### src/rtl/alien_march_ctrl.sv
// alien_march_ctrl: game-side sequencer for alien_data_ram.
// Marches the formation on step ticks, services kill requests between sweeps
// and reports alive count, wave-clear and invasion events.
module alien_march_ctrl #(
  parameter int unsigned NUM_ALIENS    = 18,
  parameter int unsigned STEP_X        = 4,
  parameter int unsigned STEP_Y        = 8,
  parameter int unsigned X_MIN         = 16,
  parameter int unsigned X_MAX         = 600,
  parameter int unsigned Y_LIMIT       = 400,
  parameter int unsigned EXPLODE_TICKS = 8
) (
  input  logic        game_clk,
  input  logic        reset,
  input  logic        step_tick,
  input  logic        hit_valid,
  input  logic [4:0]  hit_idx,
  output logic        hit_ready,
  output logic        kill_ok,
  output logic [4:0]  game_addr,
  output logic        game_write_en,
  output logic [27:0] game_data_in,
  input  logic [27:0] game_data_out,
  input  logic        write_busy,
  output logic        busy,
  output logic        direction,
  output logic [4:0]  alive_count,
  output logic        sweep_done,
  output logic        wave_clear,
  output logic        invaded
);

  localparam int unsigned IDX_W   = 5;
  localparam int unsigned REC_W   = 28;
  localparam int unsigned COORD_W = 10;
  localparam int unsigned SUM_W   = COORD_W + 1;
  localparam int unsigned TMR_W   = 5;
  localparam logic [COORD_W-1:0] COORD_MAX = '1;

  typedef enum logic [2:0] {
    IDLE,
    RD_ADDR,
    RD_DATA,
    WR_ISSUE,
    WR_WAIT,
    NEXT,
    DONE
  } state_t;

  state_t             state, state_d;
  logic               kill_mode, kill_mode_d;
  logic [IDX_W-1:0]   idx, idx_d;
  logic               tick_pending, tick_pending_d;
  logic               drop_pending, drop_pending_d;
  logic               edge_acc, edge_acc_d;
  logic               invade_acc, invade_acc_d;
  logic [IDX_W-1:0]   alive_acc, alive_acc_d;
  logic               seen_busy, seen_busy_d;

  logic               hit_ready_d, kill_ok_d, game_write_en_d, busy_d, direction_d;
  logic               sweep_done_d, wave_clear_d, invaded_d;
  logic [IDX_W-1:0]   game_addr_d, alive_count_d;
  logic [REC_W-1:0]   game_data_in_d;

  logic [COORD_W-1:0] rec_x, rec_y, x_right, x_left, x_new, y_new;
  logic [SUM_W-1:0]   x_sum, y_sum;
  logic [TMR_W-1:0]   rec_timer;
  logic               rec_alive, at_edge, at_limit;

  // Decode the record just read and compute its marched position.
  always_comb begin
    rec_x     = game_data_out[27:18];
    rec_y     = game_data_out[17:8];
    rec_alive = game_data_out[5];
    rec_timer = game_data_out[4:0];
    x_sum     = SUM_W'(rec_x) + SUM_W'(STEP_X);
    y_sum     = SUM_W'(rec_y) + SUM_W'(STEP_Y);
    x_right   = (x_sum > SUM_W'(COORD_MAX)) ? COORD_MAX : x_sum[COORD_W-1:0];
    x_left    = (rec_x < COORD_W'(STEP_X)) ? '0 : rec_x - COORD_W'(STEP_X);
    if (drop_pending) begin
      x_new = rec_x;
      y_new = (y_sum > SUM_W'(COORD_MAX)) ? COORD_MAX : y_sum[COORD_W-1:0];
    end else begin
      x_new = direction ? x_right : x_left;
      y_new = rec_y;
    end
    at_edge  = !drop_pending &&
               ((x_new <= COORD_W'(X_MIN)) || (x_new >= COORD_W'(X_MAX)));
    at_limit = (y_new >= COORD_W'(Y_LIMIT));
  end

  // Next-state and next-output logic for sweeps and kills.
  always_comb begin
    state_d         = state;
    kill_mode_d     = kill_mode;
    idx_d           = idx;
    tick_pending_d  = tick_pending | step_tick;
    drop_pending_d  = drop_pending;
    edge_acc_d      = edge_acc;
    invade_acc_d    = invade_acc;
    alive_acc_d     = alive_acc;
    seen_busy_d     = seen_busy;
    hit_ready_d     = 1'b0;
    kill_ok_d       = 1'b0;
    game_write_en_d = 1'b0;
    game_addr_d     = game_addr;
    game_data_in_d  = game_data_in;
    direction_d     = direction;
    alive_count_d   = alive_count;
    sweep_done_d    = 1'b0;
    wave_clear_d    = 1'b0;
    invaded_d       = 1'b0;

    case (state)
      IDLE: begin
        // hit_ready is still high the cycle after a kill; don't re-accept it
        if (hit_valid && !hit_ready) begin
          kill_mode_d = 1'b1;
          idx_d       = hit_idx;
          game_addr_d = hit_idx;
          state_d     = RD_ADDR;
        end else if (tick_pending) begin
          kill_mode_d    = 1'b0;
          idx_d          = '0;
          game_addr_d    = '0;
          tick_pending_d = step_tick;
          state_d        = RD_ADDR;
        end
      end

      RD_ADDR: state_d = RD_DATA;

      RD_DATA: begin
        if (!write_busy) begin
          if (kill_mode) begin
            if ((idx < IDX_W'(NUM_ALIENS)) && rec_alive) begin
              game_data_in_d  = {game_data_out[27:6], 1'b0, TMR_W'(EXPLODE_TICKS)};
              game_write_en_d = 1'b1;
              state_d         = WR_ISSUE;
            end else begin
              hit_ready_d = 1'b1;
              state_d     = IDLE;
            end
          end else if (rec_alive) begin
            game_data_in_d  = {x_new, y_new, game_data_out[7:0]};
            alive_acc_d     = alive_acc + IDX_W'(1);
            edge_acc_d      = edge_acc | at_edge;
            invade_acc_d    = invade_acc | at_limit;
            game_write_en_d = 1'b1;
            state_d         = WR_ISSUE;
          end else if (rec_timer != '0) begin
            game_data_in_d  = {game_data_out[27:5], rec_timer - TMR_W'(1)};
            game_write_en_d = 1'b1;
            state_d         = WR_ISSUE;
          end else begin
            state_d = NEXT;
          end
        end
      end

      WR_ISSUE: begin
        seen_busy_d = write_busy;
        state_d     = WR_WAIT;
      end

      WR_WAIT: begin
        if (write_busy) begin
          seen_busy_d = 1'b1;
        end else if (seen_busy) begin
          seen_busy_d = 1'b0;
          if (kill_mode) begin
            hit_ready_d   = 1'b1;
            kill_ok_d     = 1'b1;
            alive_count_d = (alive_count == '0) ? '0 : alive_count - IDX_W'(1);
            state_d       = IDLE;
          end else begin
            state_d = NEXT;
          end
        end
      end

      NEXT: begin
        if (idx == IDX_W'(NUM_ALIENS - 1)) begin
          state_d = DONE;
        end else begin
          idx_d       = idx + IDX_W'(1);
          game_addr_d = idx + IDX_W'(1);
          state_d     = RD_ADDR;
        end
      end

      DONE: begin
        alive_count_d = alive_acc;
        sweep_done_d  = 1'b1;
        wave_clear_d  = (alive_acc == '0);
        invaded_d     = invade_acc;
        if (drop_pending) begin
          direction_d    = !direction;
          drop_pending_d = 1'b0;
        end else begin
          drop_pending_d = edge_acc;
        end
        alive_acc_d  = '0;
        edge_acc_d   = 1'b0;
        invade_acc_d = 1'b0;
        state_d      = IDLE;
      end

      default: state_d = IDLE;
    endcase

    busy_d = (state_d != IDLE);
  end

  // State and registered outputs; synchronous reset aborts any operation.
  always_ff @(posedge game_clk) begin
    if (reset) begin
      state         <= IDLE;
      kill_mode     <= 1'b0;
      idx           <= '0;
      tick_pending  <= 1'b0;
      drop_pending  <= 1'b0;
      edge_acc      <= 1'b0;
      invade_acc    <= 1'b0;
      alive_acc     <= '0;
      seen_busy     <= 1'b0;
      hit_ready     <= 1'b0;
      kill_ok       <= 1'b0;
      game_addr     <= '0;
      game_write_en <= 1'b0;
      game_data_in  <= '0;
      busy          <= 1'b0;
      direction     <= 1'b1;
      alive_count   <= IDX_W'(NUM_ALIENS);
      sweep_done    <= 1'b0;
      wave_clear    <= 1'b0;
      invaded       <= 1'b0;
    end else begin
      state         <= state_d;
      kill_mode     <= kill_mode_d;
      idx           <= idx_d;
      tick_pending  <= tick_pending_d;
      drop_pending  <= drop_pending_d;
      edge_acc      <= edge_acc_d;
      invade_acc    <= invade_acc_d;
      alive_acc     <= alive_acc_d;
      seen_busy     <= seen_busy_d;
      hit_ready     <= hit_ready_d;
      kill_ok       <= kill_ok_d;
      game_addr     <= game_addr_d;
      game_write_en <= game_write_en_d;
      game_data_in  <= game_data_in_d;
      busy          <= busy_d;
      direction     <= direction_d;
      alive_count   <= alive_count_d;
      sweep_done    <= sweep_done_d;
      wave_clear    <= wave_clear_d;
      invaded       <= invaded_d;
    end
  end

endmodule

### config.mk
export PLATFORM = sky130hd
export DESIGN_NAME = alien_march_ctrl
export DESIGN_NICKNAME = d
export VERILOG_FILES = /design/src/rtl/alien_march_ctrl.sv
export SDC_FILE = /design/constraint.sdc
export NUM_CORES = 1
export LEC_CHECK = 0
export ABC_CLOCK_PERIOD_IN_PS = 3300
export CAP_MARGIN = 0
export CORE_AREA = 2 2 86 88
export DETAILED_ROUTE_END_ITERATION = 8
export DIE_AREA = 0 0 88 90
export GPL_TIMING_DRIVEN = 0
export PLACE_DENSITY = 0.95
export SETUP_SLACK_MARGIN = 0.15
export SLEW_MARGIN = 30
export SYNTH_ARGS = -nofsm -noshare
export SYNTH_HDL_FRONTEND = slang
export SYNTH_SLANG_ARGS = --single-unit
### constraint.sdc
create_clock -name game_clk -period 3.3 [get_ports game_clk]
set_input_delay 0.33 -clock game_clk [delete_from_list [all_inputs] [get_ports game_clk]]
set_output_delay 0.33 -clock game_clk [all_outputs]
set_load 0.03 [all_outputs]
==> metrics.csv, run 1 <==
stage,metric,value,unit
die,IO Pins,84,
placed_design,final RePlAce weighted congestion,0.982,
yosys,"EDFF count, synth",0,
critical_path,CP Data Required Time,3.54,ns
routing,DR iter-0 viols,346,
clocking,Hold Buf Count CTS,0,
die,Starting Density,0.539,
run,max-capacitance violation count,0,
cells_and_area,synthesis-to-layout area growth,29.1,%
placed_design,input/output buffers,76,
timing,TNS Setup,0,ns
yosys,top_reg_cell synth,dfxtp_1,
timing,Clock Skews,0.00731,ns
die,core area,7020,µm²
yosys,synth warn,0,
timing,"Hold Vio Cnt, Final",0,
yosys,syn nets,572,
routing,vias,4369,
cells_and_area,final layout net count,659,
die,die width,88,µm
power_and_ir_drop,peak supply drop,0.225,mV
clocking,# clock sinks,60,
min_path,HP Class,in -> reg,
clocking,setup bufs post-CTS,0,
timing,Max-slew headroom,0.523,
timing,final setup vio count,0,
critical_path,Worst EP arrival,3.12,ns
global_route,vias in the first global route,3942,
yosys,Post-Syn Area,3780,µm²
critical_path,Crit. End Element,register,
critical_path,Crit Path Class,in -> reg,
clocking,CTS root buffer,clkbuf_8,
yosys,library cells used by synthesis,62,
clocking,Resize count post-CTS,0,
global_route,overall routing resource usage,0.309,
routing,drt drc,0,
clocking,Clock transition at path regs,0.07,ns
global_route,initial antenna violation count,0,
clocking,htree depth,3,
timing,Max Clock Freq,347,MHz
outcome,status,finished clean,
routing,WL final,12.2,mm
timing,Final period util,0.874,
routing,wire per inst,17.1,µm
global_route,first-pass GRT wire length,19.6,mm
clocking,Worst-Skew Late Latency,0.35,ns
yosys,sequential share of the synthesized area,0.318,
timing,Slew @ Worst Pin,0.716,ns
clocking,CTS Buf Count,9,
cells_and_area,"commonest non-fill, non-tap cells in the layout","76 x clkdlybuf4s50_1, 64 x nor2_1, 60 x dfxtp_1",
routing,routed vias/inst,6.12,
timing,final period demand of the worst path,2.88,ns
clocking,CTS max path bufs,2,
cells_and_area,share of layout cells above drive strength 1,0.0537,
critical_path,"Max FO, Critical Path",10,
cells_and_area,"most common cell after layout, fill and taps aside",clkdlybuf4s50_1,
yosys,cells after synthesis,523,
die,cell row count,31,
routing,first-pass iteration count of the detailed router,5,
power_and_ir_drop,Leak,1.83,nW
cells_and_area,antenna cells,0,
critical_path,type of origin of the critical path,input pin,
timing,unrepaired setup endpoints after global routing,false,
global_route,largest net degree at the start of global routing,12,
die,Die ar.,7920,µm²
clocking,TritonCTS clock tree,built,
timing,final slew viol count,0,
yosys,syn_area_per_cell,7.23,µm²
timing,Fin Hold WS,0.425,ns
routing,DRT antenna net count,0,
yosys,"flops & latches, synth",60,
placed_design,HPWL after detailed placement,8.57,mm
global_route,grt total ovfl,0,
power_and_ir_drop,P per Cell Area,411,nW/µm²
die,Die Ht,90,µm
yosys,"FFs w/ async S/R, synth",0,
## flip-flops by register name (all words and copies together), names as in the netlist, 3 cells and up
register	count
state	3
alive_acc	5
idx	5
alive_count	5
game_data_in	28
## per-stage QoR
step | std cells | power (mW) | setup WS [ns] | cell area, µm² | utilization
after floorplan | 523 | 1.09 | 1.03 | 3780 | -
after global placement | 698 | 1.25 | 0.115 | 4670 | 0.665
after detailed placement | 698 | 1.26 | 0.130 | 4670 | 0.665
after CTS | 714 | 2.00 | 0.484 | 4880 | 0.695
after global routing | 714 | 2.08 | 0.167 | 4880 | 0.695
final | 714 | 2.01 | 0.416 | 4880 | 0.695
## critical path: stages
cell and delay, ns:
clkdlybuf4s50_1 0.44, clkbuf_1 0.24, inv_1 0.18, ha_1 0.20
nor2b_1 0.32, and3_1 0.34, nor2_1 0.09, nor3_1 0.22
a41oi_1 0.24, a21oi_1 0.19, o31ai_1 0.10, a211o_1 0.24
## final cells by class
cell class / instances / area [µm²]
buffer: 40 / 161
clock buffer: 9 / 124
clock inverter: 7 / 91.3
fill: 569 / 2140
inverter: 18 / 67.6
multi-input combinational: 405 / 2350
sequential: 60 / 1200
tap: 99 / 124
timing repair buffer: 76 / 761
## logic make-up after synthesis
| logic type | synth area share |
|---|---|
| AO/OA/AOI/OAI | 0.257 |
| XOR/XNOR | 0.0232 |
| adder cells (fa/ha/maj) | 0.0364 |
| buffers and inverters | 0.0605 |
| flip-flops | 0.318 |
| multiplexers | 0.0106 |
| AND/OR/NAND/NOR | 0.295 |
## synth_stat cells, types with 5 or more instances
library cell / count / area, µm²
nor2_1: 64 / 240
nand2_1: 56 / 210
xor2_1: 7 / 61.3
ha_1: 11 / 138
nor2b_1: 9 / 56.3
inv_1: 18 / 67.6
nand3_1: 18 / 90.1
o31ai_1: 6 / 45.0
o21ai_0: 25 / 125
dfxtp_1: 60 / 1200
nand2b_1: 11 / 68.8
a211oi_1: 9 / 67.6
a21oi_1: 55 / 275
clkbuf_1: 33 / 124
nor3_1: 26 / 130
nand4_1: 9 / 56.3
buf_2: 5 / 25.0
or3_1: 5 / 31.3
a31oi_1: 11 / 68.8
and3_1: 8 / 50.1
## where the power goes
group	switching, mW	internal, mW	total [mW]
Clock	0.325	0.422	0.747
Sequential	0.0289	0.764	0.793
Combinational	0.288	0.181	0.468
Total	0.641	1.37	2.01
## per-layer routing
| layer | global-route usage | part of all wire | vias to the layer above |
|---|---|---|---|
| li1 | - | - | 2061 |
| met1 | 0.407 | 0.41 | 2026 |
| met2 | 0.508 | 0.49 | 251 |
| met3 | 0.0606 | 0.080 | 31 |
| met4 | 0.0846 | 0.021 | 0 |
| met5 | 0 | 0 | - |
## path summary, 6_finish.rpt
kind | from | slack, ns | cells after the start | end
setup / recovery | game_data_out[20] | 0.42 | 12 | edge_acc
hold / removal | game_data_out[26] | 0.43 | 3 | game_data_in[26]
setup reg to reg | state[1] | 0.71 | 8 | game_data_in[16]
hold reg to reg | game_data_in[18] | 0.45 | 2 | game_data_in[18]
Power figures use the tool's default switching activity.
==> run 2, diff against run 1 <==
Settings changed: ABC_CLOCK_PERIOD_IN_PS 3300 to 2500, CORE_AREA 2 2 86 88 to 2 2 94 96, DIE_AREA 0 0 88 90 to 0 0 96 98, PLACE_DENSITY 0.95 to 0.88.
Clock period 3.3 ns to 2.5 ns, I/O delays scaled along.
==> run 2 against run 1 <==
  * Non-clock buffer count is 5 higher
  * Flip-flop and latch count stayed put
  * Final cell count is 2.0% higher
  * Largest power group unchanged
  * Global-route usage is 5.3 points lower
  * Routed wire length is 0.94% higher
==> metrics.csv, run 2 (synthesis gave the netlist of run 1 again) <==
stage,metric,value,unit,change
power_and_ir_drop,Net Switching,870,µW,+36%
placed_design,HPWL after detailed placement,8.50,mm,-0.77%
power_and_ir_drop,Leak,1.95,nW,+6.2%
clocking,CTS Buf Count,9,,unchanged
routing,WL final,12.3,mm,+0.94%
cells_and_area,share of layout cells above drive strength 1,0.126,,+0.0721
critical_path,Crit Path Class,in -> reg,,
cells_and_area,final layout net count,664,,+0.76%
routing,vias,4386,,+0.39%
power_and_ir_drop,Clock power frac,0.329,,-0.043
die,core area,8470,µm²,+21%
clocking,# clock sinks,60,,unchanged
routing,wire per inst,16.9,µm,-1.0%
cells_and_area,"Core Util, Final",0.609,,-0.0863
die,Starting Density,0.447,,-0.0920
cells_and_area,post-route insts no fill,728,,+2.0%
power_and_ir_drop,P_int,1.68,mW,+23%
timing,Max-slew headroom,0.463,,-0.0603
global_route,initial antenna violation count,0,,unchanged
global_route,first-pass GRT wire length,19.2,mm,-2.0%
power_and_ir_drop,Reg power frac,0.410,,+0.015
cells_and_area,synthesis-to-layout area growth,36.3,%,
critical_path,Worst EP arrival,2.59,ns,-0.53 ns
cells_and_area,largest reg by FF count,game_data_in,,
critical_path,Crit. End Element,register,,
timing,final slew viol count,0,,unchanged
cells_and_area,"most common cell after layout, fill and taps aside",clkdlybuf4s50_1,,
clocking,Worst-Skew Late Latency,0.35,ns,about the same
clocking,htree depth,3,,unchanged
clocking,TritonCTS clock tree,built,,
routing,routed vias/inst,6.02,,-1.5%
timing,"Hold Vio Cnt, Final",0,,unchanged
critical_path,"Max FO, Critical Path",10,,unchanged
power_and_ir_drop,P per Cell Area,494,nW/µm²,+20%
timing,final period demand of the worst path,2.29,ns,
die,IO Pins,84,,unchanged
power_and_ir_drop,Sw Share,0.341,,+0.0220
critical_path,CP Data Required Time,2.80,ns,-0.74 ns
cells_and_area,sequential cell area,1200,µm²,unchanged
routing,DR iter-0 viols,378,,+9.2%
global_route,grt total ovfl,0,,unchanged
timing,Clock Skews,0.00968,ns,+0.00238 ns
power_and_ir_drop,peak supply drop,0.269,mV,+19%
routing,drt drc,0,,unchanged
routing,DRT antenna net count,0,,unchanged
cells_and_area,"commonest non-fill, non-tap cells in the layout","71 x clkdlybuf4s50_1, 63 x nor2_1, 60 x dfxtp_1",,
clocking,CTS root buffer,clkbuf_8,,
power_and_ir_drop,combinational share of power,0.260,,+0.027
timing,Fin Hold WS,0.341,ns,-0.0843 ns
timing,final setup vio count,0,,unchanged
run,max-capacitance violation count,0,,unchanged
timing,Slew @ Worst Pin,0.806,ns,+0.0905 ns
cells_and_area,# fillers,770,,+35%
timing,TNS Setup,0,ns,unchanged
cells_and_area,area of the multi-input gates,2570,µm²,+9.4%
die,Die Ht,98,µm,+8.9%
die,Die ar.,9410,µm²,+19%
critical_path,type of origin of the critical path,input pin,,
global_route,vias in the first global route,4052,,+2.8%
min_path,HP Class,in -> reg,,
cells_and_area,max reg flops,28,,unchanged
power_and_ir_drop,Power Total,2.55,mW,+27%
timing,Final period util,0.916,,
timing,unrepaired setup endpoints after global routing,true,,
placed_design,final RePlAce weighted congestion,0.983,,+0.10%
clocking,CTS max path bufs,2,,unchanged
timing,Max Clock Freq,437,MHz,
clocking,Clock transition at path regs,0.07,ns,about the same
die,cell row count,34,,+9.7%
global_route,largest net degree at the start of global routing,12,,unchanged
outcome,status,finished clean,,
placed_design,input/output buffers,76,,unchanged
routing,first-pass iteration count of the detailed router,4,,-1
cells_and_area,antenna cells,0,,unchanged
placed_design,dpl cells,707,,+1.3%
global_route,overall routing resource usage,0.255,,-0.0533
die,die width,96,µm,+9.1%
run 2: cell count changes in the layout (fill, tap and decap cells not counted), moves of 3 or more:
cell	delta
clkbuf_1	-11
clkbuf_2	+7
buf_4	+5
clkdlybuf4s50_1	-5
nor3_1	-5
a21oi_1	-4
a21oi_2	+4
a31oi_4	+4
clkbuf_8	+3
dlymetal6s2s_1	+3
ha_1	-3
nor3_2	+3
run 2: what timing repair did:
action	in CTS	in global routing
hold buffers	0	0
pin swaps	2	4
resized for setup	30	47
endpoints found under the setup margin	25	36
buffers inserted	1	4
run 2: final timing paths:
| path | startpoint | end | slack [ns] | cells after the start |
|---|---|---|---|---|
| max | game_data_out[20] | edge_acc | 0.21 | 12 |
| min | game_data_out[26] | game_data_in[26] | 0.34 | 3 |
| max reg2reg | state[0] | edge_acc | 0.27 | 9 |
| min reg2reg | game_data_in[18] | game_data_in[18] | 0.45 | 2 |
run 2: critical path, cell delays in order:
cell,delay (ns)
dlygate4sd2_1,0.28
clkbuf_8,0.18
inv_1,0.12
ha_2,0.22
nor2b_4,0.19
nand3_1,0.21
a21oi_1,0.21
a2bb2oi_1,0.28
a31oi_4,0.07
o21ai_1,0.13
nor4b_2,0.27
a211o_1,0.17
run 2: metrics by stage:
stage | setup WS (ns) | cell area, µm²
floorplan | 0.306 | 3780
global placement | -0.608 | 4680
detailed placement | -0.656 | 4680
CTS | 0.161 | 4980
global route | 0.0965 | 5160
finish | 0.210 | 5160
run 2: final cells by class:
cell class	instances	share of cell area
multi-input cells	405	0.499
flip-flops and latches	60	0.233
repair buffers	81	0.155
plain buffers	40	0.0374
clock buffers	11	0.0294
well taps	108	0.0262
inverters	18	0.0131
clock inverters	5	0.00704
run 2: routing by layer:
metal | vias up | track usage | wire (µm)
li1 | 2077 | - | -
met2 | 217 | 0.397 | 5800
met1 | 2044 | 0.324 | 5130
met5 | - | 0 | 0
met4 | 0 | 0.151 | 549
met3 | 48 | 0.0486 | 848
run 2: power groups by stage:
stage          Combinational [mW]  Clock, mW  Sequential (mW)
2_1_floorplan               0.297          0             1.14
3_3_place_gp                0.589          0             1.07
3_5_place_dp                0.603          0             1.07
4_1_cts                     0.620      0.846             1.05
5_1_grt                     0.713      0.891             1.05
6_report                    0.664      0.840             1.05
==> run 3, diff against run 2 <==
Settings changed: ABC_CLOCK_PERIOD_IN_PS 2500 to 2200, CORE_AREA 2 2 94 96 to 2 2 90 92, DIE_AREA 0 0 96 98 to 0 0 92 94, HOLD_SLACK_MARGIN set to 0.02, PLACE_DENSITY 0.88 to 0.9.
Clock period 2.5 ns to 2.2 ns, I/O delays scaled along.
==> run 3 against run 2 <==
  * Clock skew down 0.0013 ns
  * Die area is 8.1% lower
  * Sequential power increased by 13%
  * Critical path depth down 4
  * Register-to-register slack got worse by 0.10 ns
  * Sequential share of layout area is 0.53 points lower
  * Global-route usage increased by 2.2 points
  * First-iteration DRC count is 12% lower
  * Via count grew 2.4%
  * Combinational power rose by 18%
  * Highest routed layer unchanged
==> metrics.csv, run 3 (synthesis gave the netlist of run 1 again) <==
stage,metric,value,unit,change
outcome,status,finished clean,,
cells_and_area,"Core Util, Final",0.694,,+0.0845
die,Starting Density,0.497,,+0.0504
timing,Clock Skews,0.00840,ns,-0.00128 ns
clocking,Hold Buf Count CTS,0,,unchanged
die,Die Ht,94,µm,-4.1%
global_route,overall routing resource usage,0.277,,+0.0216
routing,wire per inst,17.1,µm,+0.99%
timing,Max Clock Freq,492,MHz,
die,die width,92,µm,-4.2%
timing,Slew @ Worst Pin,0.717,ns,-0.0887 ns
clocking,htree depth,3,,unchanged
global_route,vias in the first global route,4030,,-0.54%
timing,unrepaired setup endpoints after global routing,true,,
cells_and_area,largest reg by FF count,game_data_in,,
power_and_ir_drop,Power Total,3.02,mW,+18%
min_path,HP Class,in -> reg,,
clocking,TritonCTS clock tree,built,,
timing,Max-slew headroom,0.522,,+0.0591
clocking,CTS Buf Count,9,,unchanged
routing,first-pass iteration count of the detailed router,7,,+3
global_route,largest net degree at the start of global routing,12,,unchanged
cells_and_area,Final Cell Area,5280,µm²,+2.3%
die,IO Pins,84,,unchanged
critical_path,type of origin of the critical path,register,,
timing,setup ws final,0.169,ns,-0.0406 ns
clocking,Clock transition at path regs,0.07,ns,about the same
cells_and_area,synthesis-to-layout area growth,39.5,%,
clocking,# clock sinks,60,,unchanged
cells_and_area,"commonest non-fill, non-tap cells in the layout","65 x clkdlybuf4s50_1, 62 x nor2_1, 60 x dfxtp_1",,
cells_and_area,final layout net count,671,,+1.1%
cells_and_area,"most common cell after layout, fill and taps aside",clkdlybuf4s50_1,,
clocking,Worst-Skew Late Latency,0.35,ns,about the same
min_path,worst hold path cell count,3,,unchanged
timing,final setup vio count,0,,unchanged
global_route,first-pass GRT wire length,19.3,mm,+0.36%
routing,DRT antenna net count,0,,unchanged
timing,Final period util,0.923,,
placed_design,Placed Area,4680,µm²,+0.13%
global_route,grt total ovfl,0,,unchanged
cells_and_area,share of layout cells above drive strength 1,0.166,,+0.0401
timing,final period demand of the worst path,2.03,ns,
critical_path,Worst Reg-to-Reg Cells,8,,-1
power_and_ir_drop,P per Cell Area,572,nW/µm²,+16%
placed_design,pre-CTS WS,-0.823,ns,-0.167 ns
placed_design,HPWL after detailed placement,8.43,mm,-0.87%
routing,drt drc,0,,unchanged
power_and_ir_drop,peak supply drop,0.248,mV,-7.8%
critical_path,"Max FO, Critical Path",10,,unchanged
placed_design,input/output buffers,76,,unchanged
die,Die ar.,8650,µm²,-8.1%
die,cell row count,32,,-5.9%
timing,final slew viol count,0,,unchanged
die,core area,7610,µm²,-10%
routing,routed vias/inst,6.16,,+2.3%
critical_path,CP Data Required Time,2.44,ns,-0.36 ns
cells_and_area,antenna cells,0,,unchanged
run,max-capacitance violation count,0,,unchanged
cells_and_area,max reg flops,28,,unchanged
clocking,CTS root buffer,clkbuf_8,,
routing,vias,4492,,+2.4%
timing,"Hold Vio Cnt, Final",0,,unchanged
routing,DR iter-0 viols,331,,-12%
global_route,initial antenna violation count,0,,unchanged
power_and_ir_drop,Leak,2.03,nW,+4.5%
critical_path,Worst EP arrival,2.27,ns,-0.32 ns
critical_path,Crit. End Element,register,,
critical_path,Crit Path Class,reg -> reg,,
routing,WL final,12.5,mm,+1.1%
placed_design,final RePlAce weighted congestion,0.967,,-1.7%
clocking,CTS max path bufs,2,,unchanged
[run 3: power by group]
group          leakage [nW]  switching, mW  internal, mW
clock                0.0983          0.492         0.551
sequential            0.487         0.0446          1.15
combinational          1.45          0.475         0.309
[run 3: per-stage QoR]
stage,hold slack (ns),cells,setup TNS [ns]
after global placement,0.444,701,-13.86
after CTS,0.314,725,0
after global routing,0.349,729,0
after floorplan,0.337,523,0
after detailed placement,0.444,701,-16.12
final,0.324,729,0
[run 3: critical path: stages (launching register included)]
cell      delay, ns
dfxtp_1        0.31
clkbuf_2       0.20
inv_1          0.21
nor2_1         0.09
nand2_1        0.23
o21ai_4        0.14
nor3_1         0.34
a21oi_1        0.12
or2_2          0.29
[run 3: per-layer routing]
metal | vias to the layer above | routed length [µm] | global-route usage
met5 | - | 0 | 0
met1 | 2081 | 5030 | 0.337
li1 | 2094 | - | -
met4 | 0 | 328 | 0.118
met3 | 48 | 1010 | 0.0490
met2 | 269 | 6100 | 0.482
[run 3: path summary, 6_finish.rpt]
kind / slack, ns / to / from
setup / recovery: 0.17 / busy / state[2]
hold reg to reg: 0.45 / game_data_in[18] / game_data_in[18]
setup reg to reg: 0.17 / busy / state[2]
hold / removal: 0.32 / game_data_in[17] / game_data_out[17]
[run 3: repair_timing]
item / in CTS / in global routing
pin swaps: 5 / 6
gates cloned: 0 / 0
setup endpoints to repair: 39 / 39
buffers inserted: 8 / 4
resized for setup: 68 / 46
[run 3: area by class of cell]
class	count	area, µm²
timing repair buffer	88	840
fill	588	2330
sequential	60	1200
clock inverter	6	63.8
clock buffer	10	138
buffer	40	218
tap	102	128
multi-input combinational	405	2620
inverter	18	67.6
